--- src/rtl/instr_fetch_unit.sv ---
// Fetch stage: issues word reads, buffers {pc, instr} in a prefetch FIFO and hands them to decode.
// Define IFU_FETCH_BYPASS_EN to forward a returning word straight to decode when the FIFO is empty.
module instr_fetch_unit #(
   parameter logic [31:0] RESET_PC = 32'h0,
   parameter int          DEPTH    = 4
) (
   input  logic        clk,
   input  logic        rst,
   output logic        mem_req,
   output logic [31:0] mem_addr,
   input  logic        mem_ack,
   input  logic [31:0] mem_rdata,
   input  logic        in_redirect_valid,
   input  logic [31:0] in_redirect_pc,
   input  logic        in_ready,
   output logic        out_valid,
   output logic [31:0] out_instr,
   output logic [31:0] out_pc
);
   localparam int AW = $clog2(DEPTH);
   localparam int CW = AW + 1;
   localparam logic [CW:0]  DEPTH_L = (CW + 1)'(DEPTH);
   localparam logic [31:0]  PC_MASK = ~32'h3;

   typedef enum logic [1:0] {S_IDLE = 2'd0, S_WAIT = 2'd1, S_DROP = 2'd2} state_t;

   state_t          state_q, state_d;
   logic [31:0]     fetch_pc_q, fetch_pc_d;
   logic [31:0]     req_addr_q, req_addr_d;
   logic [CW-1:0]   count_q, count_d;
   logic [AW-1:0]   rd_ptr_q, rd_ptr_d;
   logic [AW-1:0]   wr_ptr_q, wr_ptr_d;
   logic [31:0]     fifo_pc_q    [DEPTH];
   logic [31:0]     fifo_instr_q [DEPTH];

   logic            head_valid_s, bypass_s, pop_s, push_s, room_s;
   logic [CW:0]     level_s;
   logic [31:0]     pc_inc_s;

   assign head_valid_s = (count_q != {CW{1'b0}});
`ifdef IFU_FETCH_BYPASS_EN
   assign bypass_s = (state_q == S_WAIT) && !head_valid_s && mem_ack && in_ready && !in_redirect_valid;
`else
   assign bypass_s = 1'b0;
`endif
   assign pop_s    = head_valid_s && in_ready && !in_redirect_valid;
   assign push_s   = (state_q == S_WAIT) && mem_ack && !in_redirect_valid && !bypass_s;
   // Occupancy after this cycle's pop/push decides whether another request may go out.
   assign level_s  = {1'b0, count_q} - (CW + 1)'(pop_s) + (CW + 1)'(push_s);
   assign room_s   = (level_s < DEPTH_L);
   assign pc_inc_s = fetch_pc_q + 32'd4;

   always_ff @(posedge clk or posedge rst) begin
      if (rst) begin
         state_q    <= S_IDLE;
         fetch_pc_q <= RESET_PC & PC_MASK;
         req_addr_q <= 32'h0;
      end else begin
         state_q    <= state_d;
         fetch_pc_q <= fetch_pc_d;
         req_addr_q <= req_addr_d;
      end
   end

   always_comb begin
      state_d    = state_q;
      fetch_pc_d = fetch_pc_q;
      req_addr_d = req_addr_q;
      if (in_redirect_valid) begin
         // An outstanding read must still complete; DROP swallows its data.
         fetch_pc_d = in_redirect_pc & PC_MASK;
         case (state_q)
            S_IDLE:  state_d = S_IDLE;
            S_WAIT:  state_d = mem_ack ? S_IDLE : S_DROP;
            S_DROP:  state_d = mem_ack ? S_IDLE : S_DROP;
            default: state_d = S_IDLE;
         endcase
      end else begin
         case (state_q)
            S_IDLE: begin
               if (room_s) begin
                  state_d    = S_WAIT;
                  req_addr_d = fetch_pc_q;
               end else begin
                  state_d = S_IDLE;
               end
            end
            S_WAIT: begin
               if (mem_ack) begin
                  fetch_pc_d = pc_inc_s;
                  if (room_s) begin
                     state_d    = S_WAIT;
                     req_addr_d = pc_inc_s;
                  end else begin
                     state_d = S_IDLE;
                  end
               end else begin
                  state_d = S_WAIT;
               end
            end
            S_DROP:  state_d = mem_ack ? S_IDLE : S_DROP;
            default: state_d = S_IDLE;
         endcase
      end
   end

   always_comb begin
      mem_req  = (state_q != S_IDLE);
      mem_addr = req_addr_q;
      if (bypass_s) begin
         out_valid = 1'b1;
         out_instr = mem_rdata;
         out_pc    = req_addr_q;
      end else begin
         out_valid = head_valid_s;
         out_instr = fifo_instr_q[rd_ptr_q];
         out_pc    = fifo_pc_q[rd_ptr_q];
      end
   end

   always_comb begin
      if (in_redirect_valid) begin
         count_d  = {CW{1'b0}};
         rd_ptr_d = {AW{1'b0}};
         wr_ptr_d = {AW{1'b0}};
      end else begin
         count_d  = level_s[CW-1:0];
         rd_ptr_d = rd_ptr_q + AW'(pop_s);
         wr_ptr_d = wr_ptr_q + AW'(push_s);
      end
   end

   always_ff @(posedge clk or posedge rst) begin
      if (rst) begin
         count_q  <= {CW{1'b0}};
         rd_ptr_q <= {AW{1'b0}};
         wr_ptr_q <= {AW{1'b0}};
         for (int i = 0; i < DEPTH; i++) begin
            fifo_pc_q[i]    <= 32'h0;
            fifo_instr_q[i] <= 32'h0;
         end
      end else begin
         count_q  <= count_d;
         rd_ptr_q <= rd_ptr_d;
         wr_ptr_q <= wr_ptr_d;
         if (push_s) begin
            fifo_pc_q[wr_ptr_q]    <= req_addr_q;
            fifo_instr_q[wr_ptr_q] <= mem_rdata;
         end
      end
   end
endmodule

--- config.mk ---
export PLATFORM = sky130hd
export DESIGN_NAME = instr_fetch_unit
export DESIGN_NICKNAME = d
export VERILOG_FILES = /design/src/rtl/instr_fetch_unit.sv
export SDC_FILE = /design/constraint.sdc
export NUM_CORES = 1
export LEC_CHECK = 0
export CAP_MARGIN = 20
export CORE_MARGIN = 5
export CORE_UTILIZATION = 45
export DETAILED_ROUTE_END_ITERATION = 8
export GPL_TIMING_DRIVEN = 0
export PLACE_DENSITY = 0.63
export SYNTH_ARGS = -nofsm -noshare
export SYNTH_HDL_FRONTEND = slang
export SYNTH_SLANG_ARGS = --single-unit
--- constraint.sdc ---
create_clock -name clk -period 21.8 [get_ports clk]
set_input_delay 3.27 -clock clk [delete_from_list [all_inputs] [get_ports clk]]
set_output_delay 3.27 -clock clk [all_outputs]
set_load 0.01 [all_outputs]
==> After elaboration in Yosys (flattened, before gate mapping) <==
Cells that the tools add are included.
W data, S select, Z words.
{ "totals": {"register_bits": 329, "output_inout_bits": 98, "elab_cells": 72} }
{ "classes": {"n_addsub": 5, "n_lt_le_gt_ge": 4, "n_eq_ne": 5, "n_mux": 26, "n_bitwise": 3, "reduce_logical": 15} }
{ "ops": {"columns": ["operator", "count"], "rows": [
  ["$mux W32", 11],
  ["$bwmux W128", 2],
  ["$bmux W32 S2", 2],
  ["$demux W32 S2", 1],
  ["$pmux W32 S2", 1],
  ["$add A32 B3 Y32 const B", 1],
  ["$mux W2", 6],
  ["$reduce_bool A2 Y1", 4],
  ["$ge A3 B3 Y1 const B", 2],
  ["$ne A2 B2 Y1 const B", 3],
  ["$not A2 Y3", 2],
  ["$pmux W2 S3", 1],
  ["$logic_and A1 B1 Y1", 5],
  ["$reduce_and A5 Y1", 1],
  ["$add A2 B1 Y2", 2],
  ["$add A4 B1 Y4", 1],
  ["$lt A4 B3 Y1 const B", 1],
  ["$sub A3 B1 Y4", 1],
  ["$lt A3 B1 Y1 const B", 1],
  ["$mux W3", 1],
  ["$reduce_bool A3 Y1", 1],
  ["$eq A2 B1 Y1 const B", 1],
  ["$eq A2 B2 Y1 const B", 1],
  ["$logic_not A2 Y1", 1],
  ["5 further kinds", 5]
]} }

==> Longest topological paths before layout <==
Gate-level depths: netlist of run 1.
{ "logic_depth": {"ltp_word": 10, "mapped_depth": 16} }

==> Worst setup path before layout of run 1 <==
No wires, ideal clock.
{ "synth_path": {"path_kind": "input -> register", "startpoint": "input port in_redirect_valid", "endpoint": "register req_addr_q[10] (netlist: mem_addr[10])", "setup_ps": 125, "arrival_time_ps": 5863, "t_required_ps": 21675, "setup_slack_ps": 15813, "stages": 13, "path_cell_list": "clkbuf_1 -> clkbuf_1 -> and3b_1 -> ha_1 -> inv_1 -> ha_1 -> fa_1 -> xnor2_1 -> nand2_1 -> nor3_1 -> a21oi_1 -> buf_2 -> mux2_2"} }
{ "synth_via": {"elab_chain_len": 7, "word_cells_on_any_way": 10} }
{ "synth_lines": {"columns": ["element", "line_no", "source"], "rows": [
  ["start: declaration", "13", "input logic in_redirect_valid,"],
  ["$logic_not A1 Y1", "46, 47", null],
  ["$logic_and A1 B1 Y1", "46", "assign pop_s = head_valid_s && in_ready && !in_redirect_valid;"],
  ["$sub A3 B1 Y4", "49", "assign level_s = {1'b0, count_q} - (CW + 1)'(pop_s) + (CW + 1)'(push_s);"],
  ["$add A4 B1 Y4", "49", null],
  ["$lt A4 B3 Y1", "50", "assign room_s = (level_s < DEPTH_L);"],
  ["$ne A2 B2 Y1 (no source line)", null, null],
  ["$reduce_and A5 Y1 (no source line) (*)", null, null],
  ["end signal: assignment", "61", "req_addr_q <= req_addr_d;"],
  ["end: declaration", "29", "logic [31:0] req_addr_q, req_addr_d;"]
]} }
Mark *: on every way between the ends. The rest lies on a longest branch, timed or not.
A chain may end at the register's enable or synchronous reset.

==> Worst setup path in the final report of run 1 <==
{ "layout_path": {"startpoint": "input port in_redirect_valid", "endpoint": "register req_addr_q[31] (netlist: mem_addr[31])"} }
Same word-level chain as after synthesis.

==> reports/metrics.cfg, run 1 <==
[place]
io_buffers = 160
place.gp.congestion = 0.838
hpwl_mm = 21.9
dp_slack_ps = 14500
post_dp_cell_area_sq_mm = 0.0168
dp.cells = 1600

[layout]
layoutNonFillerInstCount = 1665
fin_area_sq_mm = 0.0180
multi_input_area_sq_mm = 0.00630
seq_area_sq_mm = 0.00793
antenna_cells = 0
drive_gt1_share_pct = 37.7
nNetsFinal = 1277
num-fill-cells = 2710
fin_util_pct = 55.8
area_delta_synth_final_pct = 23.3

[sta]
fin_skew_ps = 23.2
worst_slack_ps = 15050
period_share_pct = 31.0
setup_viol = 0
worst_pin_slew_ps = 796
fin_hold_ws_ps = 485
hold_viol = 0
slew_viol_final = 0
fmax_mhz = 148
rsz0062_at_grt = false
setup_tns_ps = 0
max-slew-margin-rel_pct = 47.0
final.min_clock_period_ps = 6750

[detailed_routing]
dr.pass1.iters = 4
drc_errors = 0
first_iter_violations = 421
drtAntennaViolNets = 0
wl_mm = 31.8
via_count = 8650
drt-vias-per-instance = 5.20
wire_per_inst_microns = 19.1

[synthesis]
avgSynthCellArea_sq_um = 14.7
postSynthCellCount = 993
ys_warn_count = 0
async_flop_share_pct = 100
synthesis.area_sq_mm = 0.0146
yosys.area_share.simple_pct = 5.82
synth_adder_area_share_pct = 1.08
synth_top_cell_area_share_pct = 54.3
synth_cell_type_count = 48
ys_seq_area_share_pct = 54.3
synth_most_common_cell = dfrtp_1
synth_edf_count = 0
ys_top_cells_by_count = dfrtp_1 (317), mux2_2 (274), mux4_2 (62)
synth_compound_area_share_pct = 1.28
synth_mux_area_share_pct = 31.1
synth_top_cell_by_area = dfrtp_1
synth_xor_area_share_pct = 3.72
synth_top_family_by_area = multiplexers
synth_ff_type = dfrtp_1
synth.area.top_cells = dfrtp_1 (54%), mux2_2 (21%), mux4_2 (9.6%)
synth_seq_cells = 317

[worst_hold_path]
hold_path_class = reg2reg

[clock_tree]
cts_hold_buf = 0
cts_buffers = 36
cts_resized = 0
post_cts_buffers = 0
clockBufferDepth = 3
cts_max_level = 2
cts_tree = yes
cts_root_buffer = clkbuf_16
clock_sinks = 317
clock_latency_ps = 520
clk_pin_slew_ps = 60

[run_status]
status = complete, no violations

[worst_setup_path]
arrival_ps = 7140
critical_path_required_ps = 22190
cp-end-kind = flop
crit_type = in2reg
cp_max_fo = 10
start_kind = input pin

[floorplan]
ios = 167
core_sq_mm = 0.0323
chipWidth_microns = 190
rows = 66
dieArea_sq_mm = 0.0362
start_util_pct = 45.2
dieHeight_microns = 190

[grt]
antenna_found_initial = 0
track_usage_pct = 17.9
grt_pass1_vias = 9222
grt_pass1_wl_mm = 51.9
overflow = 0
grt_max_degree = 122

[pwr]
ir_worst_vdd_mv = 0.0592
finalPower_mw = 2.05
power_density_mw_per_mm2 = 114
p_leak_nw = 8.05

[flow_run]
maxCapViolations = 0

-- cell usage in the layout (no fill, tap or decap), types with 2 or more instances in the layout --
master / synthesis / layout
buf_2: 43 / 43
nor2_1: 11 / 11
buf_4: 5 / 5
clkdlybuf4s50_1: 0 / 160
clkbuf_16: 0 / 38
xor2_1: 22 / 22
nand4_1: 14 / 14
nor3_2: 4 / 4
mux2_1: 5 / 5
nor2b_1: 4 / 4
mux4_2: 62 / 62
buf_16: 0 / 2
nand2b_1: 3 / 3
clkbuf_8: 0 / 7
nor4_4: 4 / 4
clkbuf_1: 15 / 25
and3_1: 2 / 2
a21oi_1: 3 / 3
or3_1: 2 / 2
dfrtp_1: 317 / 317
nand3_1: 24 / 24
ha_1: 11 / 11
xnor2_1: 40 / 40
nor4_1: 3 / 3
clkinv_2: 0 / 7
nor3_1: 2 / 2
nor4_2: 2 / 2
nor2_2: 2 / 2
and4_1: 2 / 2
o21ai_1: 13 / 13
nand2_1: 51 / 51
mux2_2: 274 / 274
inv_1: 12 / 11
o21ai_0: 17 / 17
conb_1: 1 / 4
buf_1: 5 / 5
and2_1: 2 / 2
-- flip-flops by register name (all words and copies together), names as in the netlist --
| signal | flops |
|---|---|
| mem_addr | 30 |
| fifo_instr_q | 128 |
| count_q | 3 |
| state_q | 2 |
| fetch_pc_q | 30 |
| rd_ptr_q | 2 |
| fifo_pc_q | 120 |
| wr_ptr_q | 2 |
-- power breakdown --
group | switching, mW | total (mW) | internal [mW]
logic | 0.254 | 0.652 | 0.398
registers | 0.102 | 0.813 | 0.711
clock network | 0.233 | 0.589 | 0.356
-- path summary, 6_finish.rpt --
| path | startpoint | end | slack, ps | depth (start not counted) |
|---|---|---|---|---|
| min in group asynchronous | rst | fifo_pc_q[36] | 3240 | 2 |
| worst min register to register | fifo_pc_q[112] | fifo_pc_q[112] | 490 | 1 |
| max in group asynchronous | rst | fifo_pc_q[92] | 17050 | 4 |
| worst max-delay path | in_redirect_valid | mem_addr[31] | 15050 | 14 |
| worst max register to register | state_q[1] | mem_addr[31] | 18030 | 16 |
| worst min-delay path | fifo_pc_q[112] | fifo_pc_q[112] | 490 | 1 |
-- metal layers --
metal  GRT usage [%]  wire length [microns]  vias to the layer above
li1                -                      -                     4016
met1            25.4                  14500                     4443
met2            29.4                  15400                      150
met3            3.10                   1300                       41
met4            3.92                    567                        0
met5               0                      0                        -
-- layout make-up --
| type | instances | area share (%) |
|---|---|---|
| Sequential cell | 317 | 44.0 |
| Multi-Input combinational cell | 598 | 35.0 |
| Timing Repair Buffer | 162 | 9.20 |
| Clock buffer | 55 | 6.02 |
| Tap cell | 442 | 3.07 |
| Buffer | 69 | 1.88 |
| Clock inverter | 10 | 0.500 |
| Inverter | 12 | 0.292 |
-- worst max-delay path, cell delays in order --
cell and delay [ps]:
clkdlybuf4s50_1 500, clkbuf_1 420, clkbuf_1 500, and3b_1 290, ha_1 290, inv_1 40, ha_1 190, fa_1 390
xnor2_1 170, nand2_1 70, nor3_1 40, a21oi_1 250, buf_2 330, mux2_2 370
-- cell families (layout without fill, tap and decap cells) --
family / after synthesis / count (layout)
other cells: 1 / 4
xor+xnor: 62 / 62
compound gates: 36 / 36
simple gates: 142 / 142
flops: 317 / 317
mux: 342 / 342
fa+ha+maj: 12 / 12
buf+inv: 81 / 308
Note: power is estimated with default switching activity, not from simulation.
==> run 2, diff against run 1 <==
Clock period 21.8 ns to 6.4 ns, I/O delays scaled along.
==> run 2 against run 1 <==
Effect of this change: worst setup slack worse by 13000 ps; core utilization up 0.35 points; via count up 0.36%; largest cell class unchanged; hold slack better by 0.69 ps; register-to-register slack worse by 15000 ps; first-iteration DRC count down 7.1%; routed wire length up 1.1%; clock power rose to 3.4 times the previous value; clock skew down 5.6 ps; count of clock-buffer cells in the layout down 4; power rose to 3.4 times the previous value; sequential share of layout area down 0.27 points.
==> reports/metrics.cfg, run 2 (synthesis results as in run 1) <==
[run_status]
status = complete, no violations

[clock_tree]
clock_latency_ps = 510
cts_root_buffer = clkbuf_16
cts_tree = yes
cts_hold_buf = 0
post_cts_buffers = 0
cts_max_level = 2
cts_buffers = 36
clock_sinks = 317
clk_pin_slew_ps = 60
cts_resized = 0
clockBufferDepth = 3

[pwr]
power_density_mw_per_mm2 = 386
ir_worst_vdd_mv = 0.160
p_leak_nw = 8.10
finalPower_mw = 7.00

[floorplan]
dieArea_sq_mm = 0.0362
ios = 167
start_util_pct = 45.2
core_sq_mm = 0.0323
chipWidth_microns = 190
rows = 66
dieHeight_microns = 190

[grt]
grt.met2_usage_pct = 30.0
antenna_found_initial = 0
overflow = 0
busiest_layer = met2
grt_pass1_vias = 9398
grt_max_degree = 41
global_route.usage.met1_pct = 25.7
use_met3_pct = 2.94
track_usage_pct = 18.1
grt_pass1_wl_mm = 52.5

[sta]
slew_viol_final = 0
period_share_pct = 69.4
fmax_mhz = 225
worst_pin_slew_ps = 825
setup_tns_ps = 0
setup_viol = 0
final.min_clock_period_ps = 4440
fin_skew_ps = 17.6
max-slew-margin-rel_pct = 45.0
rsz0062_at_grt = false
hold_viol = 0

[layout]
top_regs = fifo_instr_q: 128 flops, fifo_pc_q: 120 flops
layout_commonest_cell = dfrtp_1
drive_gt1_share_pct = 38.4
largest_register_ffs = 128
area_delta_synth_final_pct = 24.1
layoutNonFillerInstCount = 1672
antenna_cells = 0
final_cell_mix = dfrtp_1 (317), mux2_2 (274), clkdlybuf4s50_1 (160)
num-fill-cells = 2688
nNetsFinal = 1284
max_flop_register = fifo_instr_q
fin_area_sq_mm = 0.0181

[worst_setup_path]
cp-end-kind = flop
crit_type = in2reg
ff2ff_setup_slack_ps = 2610
cp_max_fo = 10
start_kind = input pin
cp-startpoint = in_redirect_valid
timing.rr.start = state_q[1]
critical_path_required_ps = 6790
r2r_cells = 16
arrival_ps = 4830
r2r-end = mem_addr[23]

[place]
hpwl_mm = 22.6
dp.cells = 1607
place.gp.congestion = 0.838
io_buffers = 160
post_dp_cell_area_sq_mm = 0.0170

[worst_hold_path]
hold_path_class = reg2reg
hold_end = fifo_pc_q[112]
hold_start = fifo_pc_q[112]
whs_path_depth = 1

[detailed_routing]
wire_per_inst_microns = 19.2
drtAntennaViolNets = 0
drc_errors = 0
dr.pass1.iters = 6
via_count = 8681
drt-vias-per-instance = 5.19
wl_mm = 32.1
first_iter_violations = 391

[flow_run]
maxCapViolations = 0

[run 2: cell type report]
cell class	count	area (sq um)	area share, %
Sequential cell	317	7930	43.8
Multi-Input combinational cell	598	6300	34.8
Timing Repair Buffer	169	1780	9.83
Clock buffer	51	1060	5.84
Tap cell	442	553	3.05
Buffer	69	339	1.87
Clock inverter	14	108	0.594
Inverter	12	48.8	0.269
[run 2: metal layers]
metal  vias to the layer above  wire [microns]
met4                         0             532
li1                       4020               -
met2                       163           15600
met1                      4450           14900
met3                        48            1140
met5                         -               0
[run 2: how the worst max path moves through the flow]
stage                         end  cells past startpoint
global route         mem_addr[23]                     14
CTS                  mem_addr[22]                     14
detailed placement   mem_addr[26]                     14
global placement    fifo_pc_q[24]                      2
finish               mem_addr[23]                     14
floorplan              count_q[0]                      1
[run 2: power breakdown]
| group | switching (mW) | internal (mW) | total [mW] |
|---|---|---|---|
| registers | 0.346 | 2.42 | 2.77 |
| logic | 0.866 | 1.36 | 2.23 |
| clock network | 0.803 | 1.20 | 2.00 |
[run 2: worst max-delay path: stages]
cell and delay (ps):
clkdlybuf4s50_1 500, clkbuf_1 420, clkbuf_1 490, and3b_1 280, ha_1 280, inv_1 40, ha_1 200, fa_1 380
xnor2_1 190, nand2_1 90, nor3_1 40, a21oi_1 250, buf_2 330, mux2_2 370
[run 2: through the flow]
| step | util, % | setup WS (ps) | hold slack, ps |
|---|---|---|---|
| after floorplan | - | 1220 | 453 |
| after global placement | 52.0 | -1140 | 463 |
| after detailed placement | 52.5 | 1440 | 475 |
| after CTS | 56.1 | 1970 | 488 |
| after global routing | 56.1 | 1760 | 508 |
| final | 56.1 | 1960 | 486 |
